==> src/rtl/budget_arbiter.sv <==
// ---------------------------------------------------------------------------
// budget_arbiter
//   Non-preemptive static-priority arbiter with per-queue grant budgets that
//   are replenished every `period` cycles. A queue is eligible while it holds
//   a packet and still has budget left. The highest priority wins, and ties
//   go to the lowest index. Once a grant is presented it is held until the
//   downstream accepts it.
//
// Ports
//   clock       : single clock; all state changes on the rising edge
//   reset       : asynchronous, active-low
//   priorities  : static priority per queue (0 = lowest)
//   budgets     : grants allowed per queue per replenishment period
//   period      : replenishment period in cycles (0 behaves as 1)
//   free        : bit j set = queue j holds at least one packet
//   grant_ready : downstream accepts the presented grant this cycle
//   grant_valid : a grant is presented
//   grant_id    : granted queue index, stable while grant_valid is high
//   pop         : one-hot dequeue strobe, high in the acceptance cycle
//   exhausted   : bit j set = queue j has no budget left this period
// ---------------------------------------------------------------------------
module budget_arbiter #(
    parameter int NUMBER_OF_QUEUES = 4,
    parameter int PRIORITY_SIZE    = 4,
    parameter int BUDGET_SIZE      = 8,
    parameter int PERIOD_SIZE      = 16
) (
    input  logic                                             clock,
    input  logic                                             reset,
    input  logic [NUMBER_OF_QUEUES-1:0][PRIORITY_SIZE-1:0]   priorities,
    input  logic [NUMBER_OF_QUEUES-1:0][BUDGET_SIZE-1:0]     budgets,
    input  logic [PERIOD_SIZE-1:0]                           period,
    input  logic [NUMBER_OF_QUEUES-1:0]                      free,
    input  logic                                             grant_ready,
    output logic                                             grant_valid,
    output logic [$clog2(NUMBER_OF_QUEUES)-1:0]              grant_id,
    output logic [NUMBER_OF_QUEUES-1:0]                      pop,
    output logic [NUMBER_OF_QUEUES-1:0]                      exhausted
);

    localparam int ID_WIDTH = $clog2(NUMBER_OF_QUEUES);

    localparam logic [0:0] IDLE  = 1'b0;
    localparam logic [0:0] GRANT = 1'b1;

    localparam logic [PERIOD_SIZE-1:0] PERIOD_ZERO = {PERIOD_SIZE{1'b0}};
    localparam logic [PERIOD_SIZE-1:0] PERIOD_ONE  = {{(PERIOD_SIZE-1){1'b0}}, 1'b1};
    localparam logic [BUDGET_SIZE-1:0] BUDGET_ZERO = {BUDGET_SIZE{1'b0}};
    localparam logic [BUDGET_SIZE-1:0] BUDGET_ONE  = {{(BUDGET_SIZE-1){1'b0}}, 1'b1};

    logic [0:0]                                    state_r;
    logic [0:0]                                    state_next_s;
    logic [PERIOD_SIZE-1:0]                        count_r;
    logic [PERIOD_SIZE-1:0]                        count_next_s;
    logic [PERIOD_SIZE-1:0]                        last_count_s;
    logic [NUMBER_OF_QUEUES-1:0][BUDGET_SIZE-1:0]  remaining_r;
    logic [NUMBER_OF_QUEUES-1:0][BUDGET_SIZE-1:0]  remaining_next_s;
    logic [NUMBER_OF_QUEUES-1:0]                   eligible_s;
    logic                                          any_eligible_s;
    logic [ID_WIDTH-1:0]                           sel_id_s;
    logic [PRIORITY_SIZE-1:0]                      best_prio_s;
    logic [ID_WIDTH-1:0]                           grant_id_r;
    logic                                          accept_s;
    logic [BUDGET_SIZE-1:0]                        base_s;

    // Decrement that sticks at zero instead of wrapping.
    function automatic logic [BUDGET_SIZE-1:0] sat_dec(input logic [BUDGET_SIZE-1:0] value);
        if (value == BUDGET_ZERO) begin
            sat_dec = BUDGET_ZERO;
        end else begin
            sat_dec = value - BUDGET_ONE;
        end
    endfunction

    assign accept_s    = (state_r == GRANT) && grant_ready;
    assign grant_valid = (state_r == GRANT);
    assign grant_id    = grant_id_r;

    // Period counter: a period of 0 is treated as 1, so the counter sits at 0
    // and reloads every cycle. Using >= also recovers cleanly if period shrinks.
    always_comb begin
        last_count_s = PERIOD_ZERO;
        count_next_s = PERIOD_ZERO;
        if (period == PERIOD_ZERO) begin
            last_count_s = PERIOD_ZERO;
        end else begin
            last_count_s = period - PERIOD_ONE;
        end
        if (count_r >= last_count_s) begin
            count_next_s = PERIOD_ZERO;
        end else begin
            count_next_s = count_r + PERIOD_ONE;
        end
    end

    // Eligibility and priority selection; strict '>' keeps the lowest index on ties.
    always_comb begin
        eligible_s     = {NUMBER_OF_QUEUES{1'b0}};
        any_eligible_s = 1'b0;
        sel_id_s       = {ID_WIDTH{1'b0}};
        best_prio_s    = {PRIORITY_SIZE{1'b0}};
        for (int j = 0; j < NUMBER_OF_QUEUES; j++) begin
            eligible_s[j] = free[j] && (remaining_r[j] != BUDGET_ZERO);
            if (eligible_s[j] && (!any_eligible_s || (priorities[j] > best_prio_s))) begin
                any_eligible_s = 1'b1;
                sel_id_s       = ID_WIDTH'(j);
                best_prio_s    = priorities[j];
            end else begin
                any_eligible_s = any_eligible_s;
                sel_id_s       = sel_id_s;
                best_prio_s    = best_prio_s;
            end
        end
    end

    // Budget update: reload at counter 0 first, then apply an accepted grant,
    // so a coincident reload and acceptance yields budgets[id]-1.
    always_comb begin
        remaining_next_s = remaining_r;
        base_s           = BUDGET_ZERO;
        for (int j = 0; j < NUMBER_OF_QUEUES; j++) begin
            if (count_r == PERIOD_ZERO) begin
                base_s = budgets[j];
            end else begin
                base_s = remaining_r[j];
            end
            if (accept_s && (grant_id_r == ID_WIDTH'(j))) begin
                remaining_next_s[j] = sat_dec(base_s);
            end else begin
                remaining_next_s[j] = base_s;
            end
        end
    end

    // Two-state grant FSM; GRANT only leaves on acceptance (non-preemptive).
    always_comb begin
        state_next_s = IDLE;
        case (state_r)
            IDLE: begin
                if (any_eligible_s) begin
                    state_next_s = GRANT;
                end else begin
                    state_next_s = IDLE;
                end
            end
            GRANT: begin
                if (grant_ready) begin
                    state_next_s = IDLE;
                end else begin
                    state_next_s = GRANT;
                end
            end
            default: begin
                state_next_s = IDLE;
            end
        endcase
    end

    // One-hot dequeue strobe in the acceptance cycle.
    always_comb begin
        pop = {NUMBER_OF_QUEUES{1'b0}};
        if (accept_s) begin
            pop[grant_id_r] = 1'b1;
        end else begin
            pop = {NUMBER_OF_QUEUES{1'b0}};
        end
    end

    // Exhausted flags follow the remaining budgets directly.
    always_comb begin
        exhausted = {NUMBER_OF_QUEUES{1'b0}};
        for (int j = 0; j < NUMBER_OF_QUEUES; j++) begin
            exhausted[j] = (remaining_r[j] == BUDGET_ZERO);
        end
    end

    // State, counter, budgets and latched grant ID.
    always_ff @(posedge clock or negedge reset) begin
        if (!reset) begin
            state_r     <= IDLE;
            count_r     <= PERIOD_ZERO;
            remaining_r <= {(NUMBER_OF_QUEUES*BUDGET_SIZE){1'b0}};
            grant_id_r  <= {ID_WIDTH{1'b0}};
        end else begin
            state_r     <= state_next_s;
            count_r     <= count_next_s;
            remaining_r <= remaining_next_s;
            if ((state_r == IDLE) && any_eligible_s) begin
                grant_id_r <= sel_id_s;
            end else begin
                grant_id_r <= grant_id_r;
            end
        end
    end

endmodule

==> config.mk <==
export PLATFORM = sky130hd
export DESIGN_NAME = budget_arbiter
export DESIGN_NICKNAME = d
export VERILOG_FILES = /design/src/rtl/budget_arbiter.sv
export SDC_FILE = /design/constraint.sdc
export NUM_CORES = 1
export LEC_CHECK = 0
export CELL_PAD_IN_SITES_DETAIL_PLACEMENT = 1
export CELL_PAD_IN_SITES_GLOBAL_PLACEMENT = 2
export CORE_ASPECT_RATIO = 0.5
export CORE_UTILIZATION = 32
export CTS_BUF_LIST = sky130_fd_sc_hd__clkbuf_2
export DETAILED_ROUTE_END_ITERATION = 16
export PLACE_DENSITY_LB_ADDON = 0.1
export REMOVE_ABC_BUFFERS = 1
export SLEW_MARGIN = 5
export SYNTH_ARGS = -nofsm -noshare
export SYNTH_HDL_FRONTEND = slang
export SYNTH_SLANG_ARGS = --single-unit
==> constraint.sdc <==
create_clock -name clock -period 6.3 [get_ports clock]
set_input_delay 1.26 -clock clock [delete_from_list [all_inputs] [get_ports clock]]
set_output_delay 1.26 -clock clock [all_outputs]
set_load 0.01 [all_outputs]
==> reports/metrics.yaml <==
vias: 4018
crit_type: "input pin to flop"
grt_pass1_wl_um: 20000
skew_ns: 0.001782
end_kind: "flop"
setup_viol: 0
fp.dieH_um: 84.52
die_x_um: 167.0
power.switching_mw: 0.5799
postCtsResizedCells: 0
dp_cells: 760
slew-limit-headroom_pct: 49.84
power.internal_mw: 0.7852
htreeDepth: 2
pwr-share-seq_pct: 44.0
clkTransAtPathRegs_ns: 0.25
fin_ws_ns: 0.9298
ys_seq_elements: 51
dpl_cell_area_um2: 5336
n_antenna_cell: 0
critPathRequiredTime_ns: 6.72
p_total_mw: 1.365
hpwl_um: 9392
slowest_delay_ns: 0.46
viasPerCell: 5.232
ant_nets: 0
synth_edf_count: 0
grt_pass1_vias: 4132
worstMarginPinSlew_ns: 0.7457
synth_top_area_share_pct: 29.29
cts-hold-fix-buffers: 0
instances_no_fill: 768
std_cell_rows: 29
maxCapViolCount: 0
maxSlewViolCount: 0
yosys-top-cells-area: "dfrtp_1 (29%), ha_1 (10%), mux2i_1 (7.3%), nor2_1 (5.5%), nand2_1 (4.7%)"
io_buffers: 81
dieArea_um2: 14120
core_area_um2: 12950
async_flop_share_pct: 100.0
crit_arrival_ns: 5.79
antenna_found_initial: 0
drive_gt1_share_pct: 3.846
clk_latency_ns: 0.45
drt_iter0_markers: 92
cts_tree: "done"
p_leak_nw: 2.216
clk_path_buf_depth: 2
drtPass1Iterations: 4
peakVddDrop_mv: 0.08007
pre_cts_ws_ns: 0.4691
post_cts_buffers: 0
hold_class: "flop to flop"
gp_congestion: 0.7952
ys_types: 59
netlist_area_um2: 4358
synth_area_leader_cell: "dfrtp_1"
final_cell_area_um2: 5374
p_per_area_nw_per_um2: 254.0
swShare_pct: 42.48
cts_sinks: 51
hold_violations: 0
finalCritPeriodShare_pct: 85.24
grt_max_degree: 52
finalSetupTns_ns: 0
cts-buffers-inserted: 5
area_growth_pct: 23.31
io_pins: 82
fmax_mhz: 186.2
ys_warn_count: 0
drc: 0
hold_ws_ns: 0.5496
initial_utilization_pct: 33.64
synth_top_flop_cell: "dfrtp_1"
worst-path-max-fanout: 10
final_util_pct: 41.49
rsz0062_at_grt: "no"
fin_nets: 703
clockPowerShare_pct: 10.0
ys_seq_area_share_pct: 29.29
root_buffer: "clkbuf_2"
path_cells: "clkdlybuf4s50_1, o31a_1, nand2_1, ha_1, nand2_1, o21ai_0, nand3_1, a32oi_1, ha_1, nor2b_1, o211ai_1, a21oi_1, o21ai_1, mux2_2, ha_1, inv_1, a21oi_1, o21ai_0, nand2_1, o21ai_0, o22a_1"
setup.worst_path.start_class: "input pin"
syn_avg_cell_area_um2: 8.429
grt.total_usage_pct: 17.47
p_comb_share_pct: 46.0
wirelength_um: 11910
avgRoutedWirePerCell_um: 15.50
slowest_stage: "clkdlybuf4s50_1"
syn_inst: 517
layout_min_cycle_time_ns: 5.370
outcome: "finished clean"
gr-total-overflow: 0
==> final timing paths <==
| check | depth (start not counted) | to | startpoint | slack (ns) |
|---|---|---|---|---|
| max in group asynchronous | 2 | count_r[12] | reset | 4.98 |
| worst min-delay path | 1 | count_r[0] | count_r[0] | 0.55 |
| worst min register to register | 1 | count_r[0] | count_r[0] | 0.55 |
| min in group asynchronous | 2 | remaining_r[0] | reset | 0.87 |
| worst max register to register | 22 | grant_id[1] | remaining_r[4] | 1.08 |
| worst max-delay path | 21 | grant_id[1] | free[0] | 0.93 |
==> logic make-up after synthesis <==
group	share of synthesized area (%)
multiplexers	7.867
flip-flops	29.29
XOR/XNOR	7.838
AND/OR/NAND/NOR	28.88
adder cells (fa/ha/maj)	10.05
buffers and inverters	3.101
AO/OA/AOI/OAI	12.98
==> final cells by class <==
type,instances,area [um^2]
fillers,1569,7580
multi-input cells,436,2948
flip-flops and latches,51,1276
repair buffers,84,828.3
well taps,170,212.7
inverters,19,71.32
clock buffers,6,30.03
clock inverters,2,7.507
==> state kept, by name, summed over array words and instances (netlist names) <==
| signal | count |
|---|---|
| remaining_r | 32 |
| grant_id | 2 |
| grant_valid | 1 |
| count_r | 16 |
==> critical path, delay by kind of cell <==
family / cells / cell delay, ns
mux: 1 / 0.40
fa+ha+maj: 3 / 0.79
compound gates: 10 / 2.27
buf+inv: 2 / 0.51
simple gates: 5 / 0.56
==> power by group through the flow <==
stage                     logic, mW  clock network [mW]  registers [mW]
after CTS                     0.639               0.145           0.603
final                         0.628               0.136           0.601
after global routing          0.715               0.157           0.623
after global placement        0.617                   0           0.609
after detailed placement      0.638                   0           0.607
after floorplan               0.449                   0           0.564
==> layout by cell type, fill, tap and decap left out, drive strengths merged, types with 2 or more instances in the layout <==
| cell | netlist | routed |
|---|---|---|
| or4 | 9 | 9 |
| nor3 | 26 | 26 |
| nand4 | 9 | 9 |
| inv | 19 | 19 |
| a32oi | 3 | 3 |
| nor4b | 2 | 2 |
| mux2 | 2 | 2 |
| and4 | 4 | 4 |
| xor2 | 18 | 18 |
| xnor2 | 21 | 21 |
| ha | 35 | 35 |
| or3 | 16 | 16 |
| nor2b | 4 | 4 |
| a22o | 3 | 3 |
| a21oi | 20 | 20 |
| nor2 | 64 | 64 |
| a211oi | 8 | 8 |
| clkdlybuf4s50 | 0 | 80 |
| o31a | 2 | 2 |
| and2 | 4 | 4 |
| a21o | 11 | 11 |
| o211ai | 2 | 2 |
| buf | 9 | 4 |
| o22a | 2 | 2 |
| nand4b | 3 | 3 |
| and3 | 5 | 5 |
| nor3b | 3 | 3 |
| nand2 | 54 | 54 |
| nand3 | 12 | 12 |
| a21boi | 2 | 2 |
| o21ai | 22 | 22 |
| mux2i | 32 | 32 |
| nand2b | 3 | 3 |
| clkinv | 0 | 2 |
| clkbuf | 2 | 6 |
| nor4 | 20 | 20 |
| dfrtp | 51 | 51 |
==> metal layers <==
metal	global-route usage, %	wire, um	up-vias
met5	0	0	-
met4	2.778	64	0
met3	3.017	371	6
met2	30.32	5401	56
met1	23.13	6070	1900
li1	-	-	2056
==> cell usage after synthesis, drive strengths merged (2+ instances only) <==
library cell  count
mux2i            32
nor3             26
or4               9
a22o              3
nor2b             4
o31a              2
ha               35
nand2            54
a21o             11
o22a              2
a211oi            8
buf               9
xnor2            21
nor4b             2
o21ai            22
a32oi             3
dfrtp            51
clkbuf            2
xor2             18
nor4             20
o211ai            2
or3              16
and4              4
a21boi            2
a21oi            20
and2              4
nor2             64
inv              19
nand2b            3
nor3b             3
nand4             9
mux2              2
nand4b            3
and3              5
nand3            12
Note: power is estimated with default switching activity, not from simulation.
